`config.mk`:
```
export PLATFORM = sky130hd
export DESIGN_NAME = term_ctrl
export DESIGN_NICKNAME = d
export VERILOG_FILES = /design/src/rtl/term_pkg.sv /design/src/rtl/term_ctrl_cursor.sv /design/src/rtl/term_ctrl.sv
export SDC_FILE = /design/constraint.sdc
export NUM_CORES = 1
export LEC_CHECK = 0
export ABC_CLOCK_PERIOD_IN_PS = 4950
export CAP_MARGIN = 20
export CORE_UTILIZATION = 23
export CTS_CLUSTER_DIAMETER = 60
export DETAILED_ROUTE_END_ITERATION = 10
export SYNTH_ARGS = -nofsm -noshare
export SYNTH_HDL_FRONTEND = slang
export SYNTH_SLANG_ARGS = --single-unit
```
`constraint.sdc`:
```
create_clock -name i_clk -period 4.95 [get_ports i_clk]
set_input_delay 1.2375 -clock i_clk [delete_from_list [all_inputs] [get_ports i_clk]]
set_output_delay 1.2375 -clock i_clk [all_outputs]
set_load 0.005 [all_outputs]
```
`src/rtl/term_pkg.sv`:
```
// Shared definitions for the character-terminal controller:
// control codes, FSM state encoding and small decode helpers.
package term_pkg;

    localparam logic [7:0] CR  = 8'h0D;
    localparam logic [7:0] LF  = 8'h0A;
    localparam logic [7:0] BS  = 8'h08;
    localparam logic [7:0] TAB = 8'h09;
    localparam logic [7:0] FF  = 8'h0C;

    typedef enum logic [2:0] {
        IDLE,
        PUT,
        CLEAR,
        SCR_RD,
        SCR_WAIT,
        SCR_WR,
        SCR_CLR
    } state_t;

    // Next tab stop strictly above col, clamped to the last column.
    function automatic int tab_target(int col, int tab_w, int cols);
        int nxt;
        nxt = (col & ~(tab_w - 1)) + tab_w;
        return (nxt > cols - 1) ? cols - 1 : nxt;
    endfunction

    function automatic logic is_ctrl(logic [7:0] c);
        return (c == CR) || (c == LF) || (c == BS) ||
               (c == TAB) || (c == FF);
    endfunction

endpackage

```
`src/rtl/term_ctrl_cursor.sv`:
```
// Cursor position register: applies one movement command per cycle
// and flags when a wrap or line feed must scroll the screen.
module term_cursor
    import term_pkg::*;
#(
    parameter int COLS  = 60,
    parameter int ROWS  = 17,
    parameter int COL_W = 6,
    parameter int ROW_W = 5,
    parameter int TAB_W = 8
) (
    input  logic             i_clk,
    input  logic             i_rst_n,
    input  logic             i_home,
    input  logic             i_adv,
    input  logic             i_cr,
    input  logic             i_lf,
    input  logic             i_bs,
    input  logic             i_tab,
    output logic [ROW_W-1:0] o_row,
    output logic [COL_W-1:0] o_col,
    output logic             o_scroll
);

    localparam logic [COL_W-1:0] LAST_COL = COL_W'(COLS - 1);
    localparam logic [ROW_W-1:0] LAST_ROW = ROW_W'(ROWS - 1);

    logic [ROW_W-1:0] r_row;
    logic [COL_W-1:0] r_col;
    logic [COL_W-1:0] w_tab_col;
    logic             w_last_row;
    logic             w_last_col;

    assign w_tab_col  = COL_W'(tab_target(int'(r_col), TAB_W, COLS));
    assign w_last_row = (r_row == LAST_ROW);
    assign w_last_col = (r_col == LAST_COL);

    // Scroll is needed when moving down from the bottom row.
    assign o_scroll = w_last_row &&
                      (i_lf || (i_adv && w_last_col));

    assign o_row = r_row;
    assign o_col = r_col;

    // Apply the single active cursor command, if any.
    always_ff @(posedge i_clk or negedge i_rst_n) begin
        if (!i_rst_n) begin
            r_row <= '0;
            r_col <= '0;
        end else begin
            unique case (1'b1)
                i_home: begin
                    r_row <= '0;
                    r_col <= '0;
                end
                i_adv: begin
                    if (!w_last_col) begin
                        r_col <= r_col + 1'b1;
                    end else begin
                        r_col <= '0;
                        if (!w_last_row)
                            r_row <= r_row + 1'b1;
                    end
                end
                i_cr: r_col <= '0;
                i_lf: begin
                    if (!w_last_row)
                        r_row <= r_row + 1'b1;
                end
                i_bs: begin
                    if (r_col != '0) begin
                        r_col <= r_col - 1'b1;
                    end else if (r_row != '0) begin
                        r_row <= r_row - 1'b1;
                        r_col <= LAST_COL;
                    end
                end
                i_tab: r_col <= w_tab_col;
                default: ;
            endcase
        end
    end

endmodule

```
`src/rtl/term_ctrl.sv`:
```
// Character-terminal controller: accepts bytes, interprets control
// codes, writes VRAM and performs in-place clear and scroll.
module term_ctrl
    import term_pkg::*;
#(
    parameter int         COLS  = 60,
    parameter int         ROWS  = 17,
    parameter int         COL_W = 6,
    parameter int         ROW_W = 5,
    parameter int         TAB_W = 8,
    parameter logic [7:0] BLANK = 8'h00
) (
    input  logic                   i_clk,
    input  logic                   i_rst_n,
    input  logic [7:0]             i_char,
    input  logic                   i_valid,
    output logic                   o_ready,
    output logic [ROW_W-1:0]       o_row,
    output logic [COL_W-1:0]       o_col,
    output logic                   o_busy,
    output logic [ROW_W+COL_W-1:0] o_vram_addr,
    output logic [7:0]             o_vram_din,
    input  logic [7:0]             i_vram_dout,
    output logic                   o_vram_ce,
    output logic                   o_vram_w
);

    localparam logic [COL_W-1:0] LAST_COL = COL_W'(COLS - 1);
    localparam logic [ROW_W-1:0] LAST_ROW = ROW_W'(ROWS - 1);
    localparam logic [ROW_W-1:0] PEN_ROW  = ROW_W'(ROWS - 2);

    state_t           r_state;
    state_t           w_next;
    logic [7:0]       r_char;
    logic [7:0]       r_data;
    logic [ROW_W-1:0] r_rcnt;
    logic [COL_W-1:0] r_ccnt;
    logic [ROW_W-1:0] w_src_row;
    logic [ROW_W-1:0] w_row;
    logic [COL_W-1:0] w_col;
    logic             w_put;
    logic             w_print;
    logic             w_scroll;
    logic             w_clr_last;
    logic             w_ccnt_last;

    assign w_put       = (r_state == PUT);
    assign w_print     = !is_ctrl(r_char);
    assign w_src_row   = r_rcnt + 1'b1;
    assign w_ccnt_last = (r_ccnt == LAST_COL);
    assign w_clr_last  = (r_state == CLEAR) &&
                         (r_rcnt == LAST_ROW) && w_ccnt_last;

    term_cursor #(
        .COLS  (COLS),
        .ROWS  (ROWS),
        .COL_W (COL_W),
        .ROW_W (ROW_W),
        .TAB_W (TAB_W)
    ) u_cursor (
        .i_clk    (i_clk),
        .i_rst_n  (i_rst_n),
        .i_home   (w_clr_last),
        .i_adv    (w_put && w_print),
        .i_cr     (w_put && (r_char == CR)),
        .i_lf     (w_put && (r_char == LF)),
        .i_bs     (w_put && (r_char == BS)),
        .i_tab    (w_put && (r_char == TAB)),
        .o_row    (w_row),
        .o_col    (w_col),
        .o_scroll (w_scroll)
    );

    assign o_row   = w_row;
    assign o_col   = w_col;
    assign o_ready = (r_state == IDLE);
    assign o_busy  = (r_state == CLEAR) || (r_state == SCR_RD) ||
                     (r_state == SCR_WAIT) || (r_state == SCR_WR) ||
                     (r_state == SCR_CLR);

    // State register.
    always_ff @(posedge i_clk or negedge i_rst_n) begin
        if (!i_rst_n)
            r_state <= IDLE;
        else
            r_state <= w_next;
    end

    // Accepted byte, scan counters and scroll data latch.
    always_ff @(posedge i_clk or negedge i_rst_n) begin
        if (!i_rst_n) begin
            r_char <= '0;
            r_data <= '0;
            r_rcnt <= '0;
            r_ccnt <= '0;
        end else begin
            case (r_state)
                IDLE: begin
                    if (i_valid)
                        r_char <= i_char;
                end
                PUT: begin
                    r_rcnt <= '0;
                    r_ccnt <= '0;
                end
                CLEAR: begin
                    if (w_ccnt_last) begin
                        r_ccnt <= '0;
                        if (r_rcnt != LAST_ROW)
                            r_rcnt <= r_rcnt + 1'b1;
                    end else begin
                        r_ccnt <= r_ccnt + 1'b1;
                    end
                end
                SCR_WAIT: r_data <= i_vram_dout;
                SCR_WR: begin
                    if (w_ccnt_last) begin
                        r_ccnt <= '0;
                        if (r_rcnt != PEN_ROW)
                            r_rcnt <= r_rcnt + 1'b1;
                    end else begin
                        r_ccnt <= r_ccnt + 1'b1;
                    end
                end
                SCR_CLR: begin
                    if (!w_ccnt_last)
                        r_ccnt <= r_ccnt + 1'b1;
                end
                default: ;
            endcase
        end
    end

    // Next-state logic and VRAM strobes decoded from registered state.
    always_comb begin
        w_next      = r_state;
        o_vram_ce   = 1'b0;
        o_vram_w    = 1'b0;
        o_vram_addr = '0;
        o_vram_din  = '0;
        case (r_state)
            IDLE: begin
                if (i_valid)
                    w_next = PUT;
            end
            PUT: begin
                if (w_print) begin
                    o_vram_ce   = 1'b1;
                    o_vram_w    = 1'b1;
                    o_vram_addr = {w_row, w_col};
                    o_vram_din  = r_char;
                end
                if (r_char == FF)
                    w_next = CLEAR;
                else if (w_scroll)
                    w_next = SCR_RD;
                else
                    w_next = IDLE;
            end
            CLEAR: begin
                o_vram_ce   = 1'b1;
                o_vram_w    = 1'b1;
                o_vram_addr = {r_rcnt, r_ccnt};
                o_vram_din  = BLANK;
                if (w_clr_last)
                    w_next = IDLE;
            end
            SCR_RD: begin
                o_vram_ce   = 1'b1;
                o_vram_addr = {w_src_row, r_ccnt};
                w_next      = SCR_WAIT;
            end
            SCR_WAIT: w_next = SCR_WR;
            SCR_WR: begin
                o_vram_ce   = 1'b1;
                o_vram_w    = 1'b1;
                o_vram_addr = {r_rcnt, r_ccnt};
                o_vram_din  = r_data;
                if (w_ccnt_last && (r_rcnt == PEN_ROW))
                    w_next = SCR_CLR;
                else
                    w_next = SCR_RD;
            end
            SCR_CLR: begin
                o_vram_ce   = 1'b1;
                o_vram_w    = 1'b1;
                o_vram_addr = {LAST_ROW, r_ccnt};
                o_vram_din  = BLANK;
                if (w_ccnt_last)
                    w_next = IDLE;
            end
            default: w_next = IDLE;
        endcase
    end

endmodule

```
-- Yosys cells after proc, flatten, opt, wreduce, memory -nomap -nowiden
Cells that the tools add are included.
- order comparisons: 1
- add/sub/neg operators: 7
- equal/unequal tests: 30
- multiplexer cells: 32
- reduce and logical (&&, ||, !) cells: 37
- operator list (operator ; number):
    11-bit case mux with 4 select lines ; 1
    8-bit by 4-bit == test with 1-bit output, second input constant ; 5
    5-bit two-way mux ; 8
    6-bit two-way mux ; 6
    6-bit case mux with 4 select lines ; 1
    3-bit case mux with 7 select lines ; 1
    5-bit case mux with 4 select lines ; 1
    6-bit case mux with 3 select lines ; 1
    2-bit inequality test, second input constant ; 8
    8-bit case mux with 2 select lines ; 1
    5-bit case mux with 3 select lines ; 1
    6-bit by 1-bit adder with 6-bit output, second input constant ; 2
    6-bit == test, second input constant ; 2
    3-bit two-way mux ; 4
    11-bit two-way mux ; 1
    5-bit by 1-bit adder with 5-bit output, second input constant ; 2
    5-bit == test, second input constant ; 2
    1-bit logical AND ; 10
    3-bit == test, second input constant ; 3
    1-bit logical OR ; 9
    8-bit two-way mux ; 1
    4-bit nonzero test ; 2
    6-bit by 4-bit adder with 7-bit output, second input constant ; 1
    7-bit by 6-bit > comparator with 1-bit output, second input constant ; 1
    other kinds (24) ; 33
- register bits after elaboration: 41
- input bits: 19

-- Depth between registers and ports, before layout
Gate-level depths: netlist of the first run.
- word-level depth: 13
- mapped depth: 10
- gate-level depth less buffers: 9

-- Modules after synthesis
Synthesis of the first run repeated with hierarchy kept, for this count alone.
- cell total of the unflattened synthesis: 328
- area total of the unflattened synthesis: 3039.2 µm²
- modules (own cells, without submodules) (module ; instances ; cells each ; area an instance (µm²) ; seq. area each (µm²)):
    term_ctrl ; 1 ; 212 ; 2055.7 ; 750.7
    term_cursor ; 1 ; 116 ; 983.4 ; 275.3

-- Least setup slack after synthesis of the first run
OpenSTA, ideal clock, no wires.
- path kind: register -> output
- from: register r_state[1]
- to: output port o_vram_addr[10]
- data arrival time: 1775 ps
- required time: 3713 ps
- path buffers: 2
- stages on the path, launching flop included: 7
- path slack: 1937 ps
- cells stage by stage: dfrtp_1 -> buf_2 -> or3b_2 -> a41oi_2 -> clkbuf_1 -> a222oi_1 -> inv_1
- longest elaborated chain between the ends: 3
- elaborated cells between the ends (all ways): 7
- classes of those cells: eq/ne: 5; mux: 1; reduce/logical: 1
- RTL lines (element ; line ; RTL):
    start, declared ; term_ctrl.sv:32 ; state_t r_state;
    start signal, assigned ; term_ctrl.sv:86 ; r_state <= w_next;
    3-bit by 2-bit == test with 1-bit output or 3-bit == test (tied branches) ; term_ctrl.sv:141 ; case (r_state)
    2-bit OR reduction (no line) ; -- ;
    11-bit case mux with 4 select lines (*) ; term_ctrl.sv:141 ;
    end, declared ; term_ctrl.sv:21 ; output logic [ROW_W+COL_W-1:0] o_vram_addr,
Mark *: on every way between the ends. The rest lies on a longest branch, timed or not.

-- Worst setup path after layout of the first run
- from: register r_state[0]
- to: output port o_vram_addr[6]
The elaborated chain is that of the path after synthesis.

==> results.yml, run 1 <==
detailed_routing:
  wl_per_cell_um: 15.6
  route.vias.total: 2923
  drc: 0
  firstDrtPassIters: 5
  antenna_left: 0
  drt_iter0_drc: 270
  avgViaCountPerCell: 5.20
  routed_wirelength_mm: 8.78
global_routing:
  grt_pass1_wl_mm: 14.6
  grt_usage_pct: 13.0
  grt_max_degree: 42
  grt_overflow_total: 0
  antenna_found_initial: 0
  grt_pass1_vias: 2764
sta:
  max_freq_mhz: 251
  rsz0062_at_grt: "false"
  setup_viol: 0
  slew_headroom_pct: 34.8
  drv_slew: 0
  fin_skew_ps: 7.49
  fin_crit_sh_pct: 80.5
  timing.final.crit_period_ps: 3990
  final.setup.worst_slack_ps: 963
  finalSetupTns_ps: 0
  tightest_slew_ps: 977
  hold_violations: 0
floorplanning:
  start_util_pct: 23.9
  placementRows: 41
  core_area_um2: 12800
  pin_count: 53
  die-area_um2: 13800
  fp.dieH_um: 117
  die-width_um: 117
worst_setup_path:
  crit_start: "r_state[0]"
  r2r_slack_ps: 1780
  required_ps: 3710
  crit_path_end_kind: "output pin"
  r2r-end: "u_cursor.o_row[4]"
  setup.worst_path.class: "reg2out"
  path_max_fanout: 20
  timing.rr.start: "r_state[0]"
  start_kind: "flip-flop"
  arrival_ps: 2750
  ff2ff_path_depth: 9
clock_tree:
  cts_max_level: 2
  root_buffer: "clkbuf_16"
  post_cts_buffers: 0
  clk_pin_slew_worst_paths_ps: 60
  cts_sinks: 41
  ctsResizeCount: 0
  cts_tree: "yes"
  clk_latency_ps: 280
  ctsHoldBuffers: 0
  numCtsBuffers: 5
  max-clock-path-buffers: 2
cells_and_area:
  diodes: 0
  drive_gt1_share_pct: 11.5
  nFillCells: 1364
  final_net_count: 421
  area_delta_synth_final_pct: 27.8
synth:
  synth_compound_area_share_pct: 23.4
  synth_top_family_by_area: "compound AO/OA/AOI/OAI gates"
  netlist_area_um2: 3060
  synthAdderAreaFrac_pct: 5.56
  synth_xor_area_share_pct: 2.57
  synth_warnings: 0
  ys_seq_elements: 41
  muxShareOfSynthArea_pct: 8.66
  synth_flop_cell: "dfrtp_1"
  netlist_top_cells_count: "dfrtp_1, nor2_1, nand2_1"
  synthSimpleGateAreaFrac_pct: 22.1
  yosys-top-cells-area: "dfrtp_1, mux2_2, ha_1, nor2_1, a21oi_1"
  synth_edf_count: 0
  synth.most_common_cell: "dfrtp_1"
  synth_top_area_share_pct: 33.5
  syn_nets: 376
  ys_types: 71
  syn_area_per_cell_um2: 8.90
  synthArstFlopShare_pct: 100
  synth.largest_area_cell: "dfrtp_1"
  syn_inst: 344
  ys_seq_area_share_pct: 33.5
worst_hold_path:
  min_to: "r_data[5]"
  whs_path_depth: 1
  hp-start: "r_data[5]"
  hold_class: "reg2reg"
outcome:
  status: "complete, no violations"
placement:
  io_buffer_count: 52
  place_congestion: 0.849
  dp_slack_ps: 1300
  dpl.hpwl_mm: 6.60
power:
  vdd_drop_max_mv: 0.175
  power.leakage_uw: 0.00154
  power.density_nw_per_um2: 545
job:
  cap_violations: 0
==> placed cells by master (no fill, tap or decap), types with 5 or more instances in the layout <==
cell	n
clkdlybuf4s50_1	51
dfrtp_1	41
nor2_1	35
nand2_1	21
a21oi_1	18
mux2_2	16
inv_1	14
nand3_1	14
o21ai_0	12
ha_1	12
o21ai_1	11
nor2b_1	10
a22oi_1	8
nand2b_1	7
o22ai_1	5
xnor2_1	5
and2_1	5
nand4_1	5
clkbuf_16	5
==> where the power goes <==
group,switching (uW),internal [uW]
Sequential,210,453
Clock,134,239
Combinational,551,548
==> metal layers <==
| layer | part of all wire (%) | vias up | GRT usage, % |
|---|---|---|---|
| met2 | 44 | 125 | 20.1 |
| met5 | 0 | - | 0 |
| li1 | - | 1370 | - |
| met4 | 0.60 | 0 | 2.52 |
| met1 | 48 | 1421 | 18.6 |
| met3 | 6.8 | 7 | 2.68 |
==> stage by stage <==
step	instance area [um^2]	std cells	util [%]	total power, uW	hold WS [ps]
detailed placement	3750	554	29.2	1750	499
CTS	3920	562	30.5	2140	515
finish	3920	562	30.5	2140	514
floorplan	3060	344	-	1310	480
global placement	3750	554	29.2	1740	493
global route	3920	562	30.5	2300	535
==> registers in the layout, indices dropped and copies added (netlist names) <==
register        count
u_cursor.o_row      5
r_state             3
u_cursor.o_col      6
r_ccnt              6
r_data              8
r_rcnt              5
r_char              8
==> worst max-delay path by stage <==
stage,depth (start not counted),slack (ps),end
global route,6,790,o_vram_din[4]
finish,4,960,o_vram_addr[6]
CTS,4,970,o_vram_addr[6]
detailed placement,4,1300,o_vram_addr[6]
floorplan,6,1940,o_vram_addr[10]
global placement,4,1320,o_vram_addr[6]
==> worst max-delay path, stage by stage (launching register included) <==
cell and delay, ps:
dfrtp_1 690, or3b_2 560, a41o_1 400, o221ai_1 250, clkdlybuf4s50_1 560
==> final cells by class <==
cell class / instances / area, um^2 / area share [%]
Inverter: 16 / 60.1 / 1.53
Clock inverter: 2 / 38.8 / 0.991
Tap cell: 172 / 215 / 5.50
Multi-Input combinational cell: 270 / 1910 / 48.7
Clock buffer: 6 / 129 / 3.29
Sequential cell: 41 / 1030 / 26.2
Timing Repair Buffer: 55 / 538 / 13.7
==> logic make-up after synthesis <==
kind of cell | after synthesis
AOI/OAI and AO/OA | 101
xor gates and xnor gates | 9
adders and majority gates | 13
buffers and inverters | 33
DFF | 41
muxes | 24
and+or+nand+nor | 123
No activity file was read; power rests on OpenSTA's default activity.
==> run 2: changes to the inputs <==
ABC_CLOCK_PERIOD_IN_PS = 3600   (was 4950)
clock period = 3.6 ns   (was 4.95 ns; I/O delays follow)
==> run 2 against run 1 <==
  * First-iteration DRC count decreased by 8.1%
  * Die area unchanged
  * Sequential power increased by 29%
  * Count of clock-buffer cells in the layout unchanged
  * Clock power increased by 38%
  * Sequential share of layout area decreased by 0.53 points
  * Critical path depth increased by 2
  * Design area increased by 2.0%
  * Routed wire length increased by 1.5%
  * Register-to-register slack got worse by 920 ps
  * Cell count increased by 1.6%
  * Clock skew decreased by 2.1 ps
==> results.yml, run 2 (same netlist as run 1, synthesis figures left out) <==
cells_and_area:
  reg.largest.list: "r_char x8, r_data x8"
  final_common_cell: "clkdlybuf4s50_1"
  diodes: 0
  area_delta_synth_final_pct: 30.4
  drive_gt1_share_pct: 13.5
  final_net_count: 430
  final_cell_mix: "clkdlybuf4s50_1, dfrtp_1, nor2_1"
clock_tree:
  post_cts_buffers: 0
  cts_tree: "yes"
  ctsResizeCount: 0
  clk_latency_ps: 280
  ctsHoldBuffers: 0
  cts_max_level: 2
  root_buffer: "clkbuf_16"
  max-clock-path-buffers: 2
  clk_pin_slew_worst_paths_ps: 60
  numCtsBuffers: 5
  cts_sinks: 41
worst_hold_path:
  hold_class: "reg2reg"
floorplanning:
  fp.dieH_um: 117
  start_util_pct: 23.9
  core_area_um2: 12800
  die-width_um: 117
  placementRows: 41
  pin_count: 53
  die-area_um2: 13800
job:
  cap_violations: 0
detailed_routing:
  drc: 0
  firstDrtPassIters: 4
  wl_met1_mm: 4.36
  drt_iter0_drc: 248
  top_layer: "met4"
  avgViaCountPerCell: 5.07
  route.vias.total: 2897
  wl_per_cell_um: 15.6
  antenna_left: 0
  wl_met3_um: 630
  met2_length_mm: 3.85
  routed_wirelength_mm: 8.91
power:
  power.density_nw_per_um2: 751
  power.leakage_uw: 0.00159
  vdd_drop_max_mv: 0.284
sta:
  finalSetupTns_ps: 0
  slew_headroom_pct: 42.9
  fin_skew_ps: 5.39
  hold_violations: 0
  max_freq_mhz: 295
  timing.final.crit_period_ps: 3380
  fin_crit_sh_pct: 94.0
  setup_viol: 0
  whs_ps: 512
  tightest_slew_ps: 853
  drv_slew: 0
  rsz0062_at_grt: "false"
global_routing:
  grt_pass1_wl_mm: 14.7
  grt_overflow_total: 0
  grt_pass1_vias: 2873
  antenna_found_initial: 0
  grt_max_degree: 42
  grt_usage_pct: 13.1
placement:
  dpl.hpwl_mm: 6.72
  place_congestion: 0.918
  io_buffer_count: 52
worst_setup_path:
  start_kind: "flip-flop"
  r2r_slack_ps: 860
  arrival_ps: 2480
  path_max_fanout: 16
  crit_path_end_kind: "output pin"
  setup.worst_path.class: "reg2out"
  required_ps: 2700
outcome:
  status: "complete, no violations"
-- run 2: cell types whose count changed in the layout (fill, tap and decap cells not counted), sizes merged --
cell,before,now
buf,4,13
-- run 2: worst paths after layout --
kind	to	start	cells after the start
worst max-delay path	o_vram_addr[8]	r_state[1]	6
min in group asynchronous	r_rcnt[4]	i_rst_n	1
worst min-delay path	r_data[2]	r_data[2]	1
max in group asynchronous	u_cursor.o_row[4]	i_rst_n	2
worst min register to register	r_data[2]	r_data[2]	1
worst max register to register	u_cursor.o_row[4]	r_state[2]	10
-- run 2: metal layers --
layer / vias up / GRT usage (%)
li1: 1389 / -
met1: 1395 / 18.3
met2: 106 / 19.8
met3: 7 / 3.11
met4: 0 / 3.90
met5: - / 0
-- run 2: critical path, stage by stage (launching register included) --
cell and delay, ps:
dfrtp_1 420, buf_4 210, nor2b_1 480, a21oi_1 250, o21ai_0 140, a221o_1 170, clkdlybuf4s50_1 530
-- run 2: layout make-up --
class / instances / area [um^2]
repair buffers: 64 / 618
clock buffers: 6 / 129
flip-flops and latches: 41 / 1030
fillers: 1393 / 8830
clock inverters: 2 / 38.8
multi-input cells: 270 / 1910
well taps: 172 / 215
inverters: 16 / 60.1
-- run 2: metrics by stage --
stage / power [uW] / utilization [%] / std cells / instance area, um^2 / setup slack, ps
after global routing: 3210 / 31.2 / 571 / 4000 / 84.8
after CTS: 3010 / 31.0 / 570 / 3980 / 244
after detailed placement: 2480 / 29.7 / 562 / 3810 / 572
after floorplan: 1810 / - / 344 / 3060 / 925
after global placement: 2440 / 29.7 / 562 / 3810 / 628
final: 3000 / 31.2 / 571 / 4000 / 215
-- run 2: where the power goes --
group	leakage (uW)	internal [uW]	switching (uW)
Combinational	0.000989	800	827
Clock	0.0000810	329	188
Sequential	0.000521	625	234
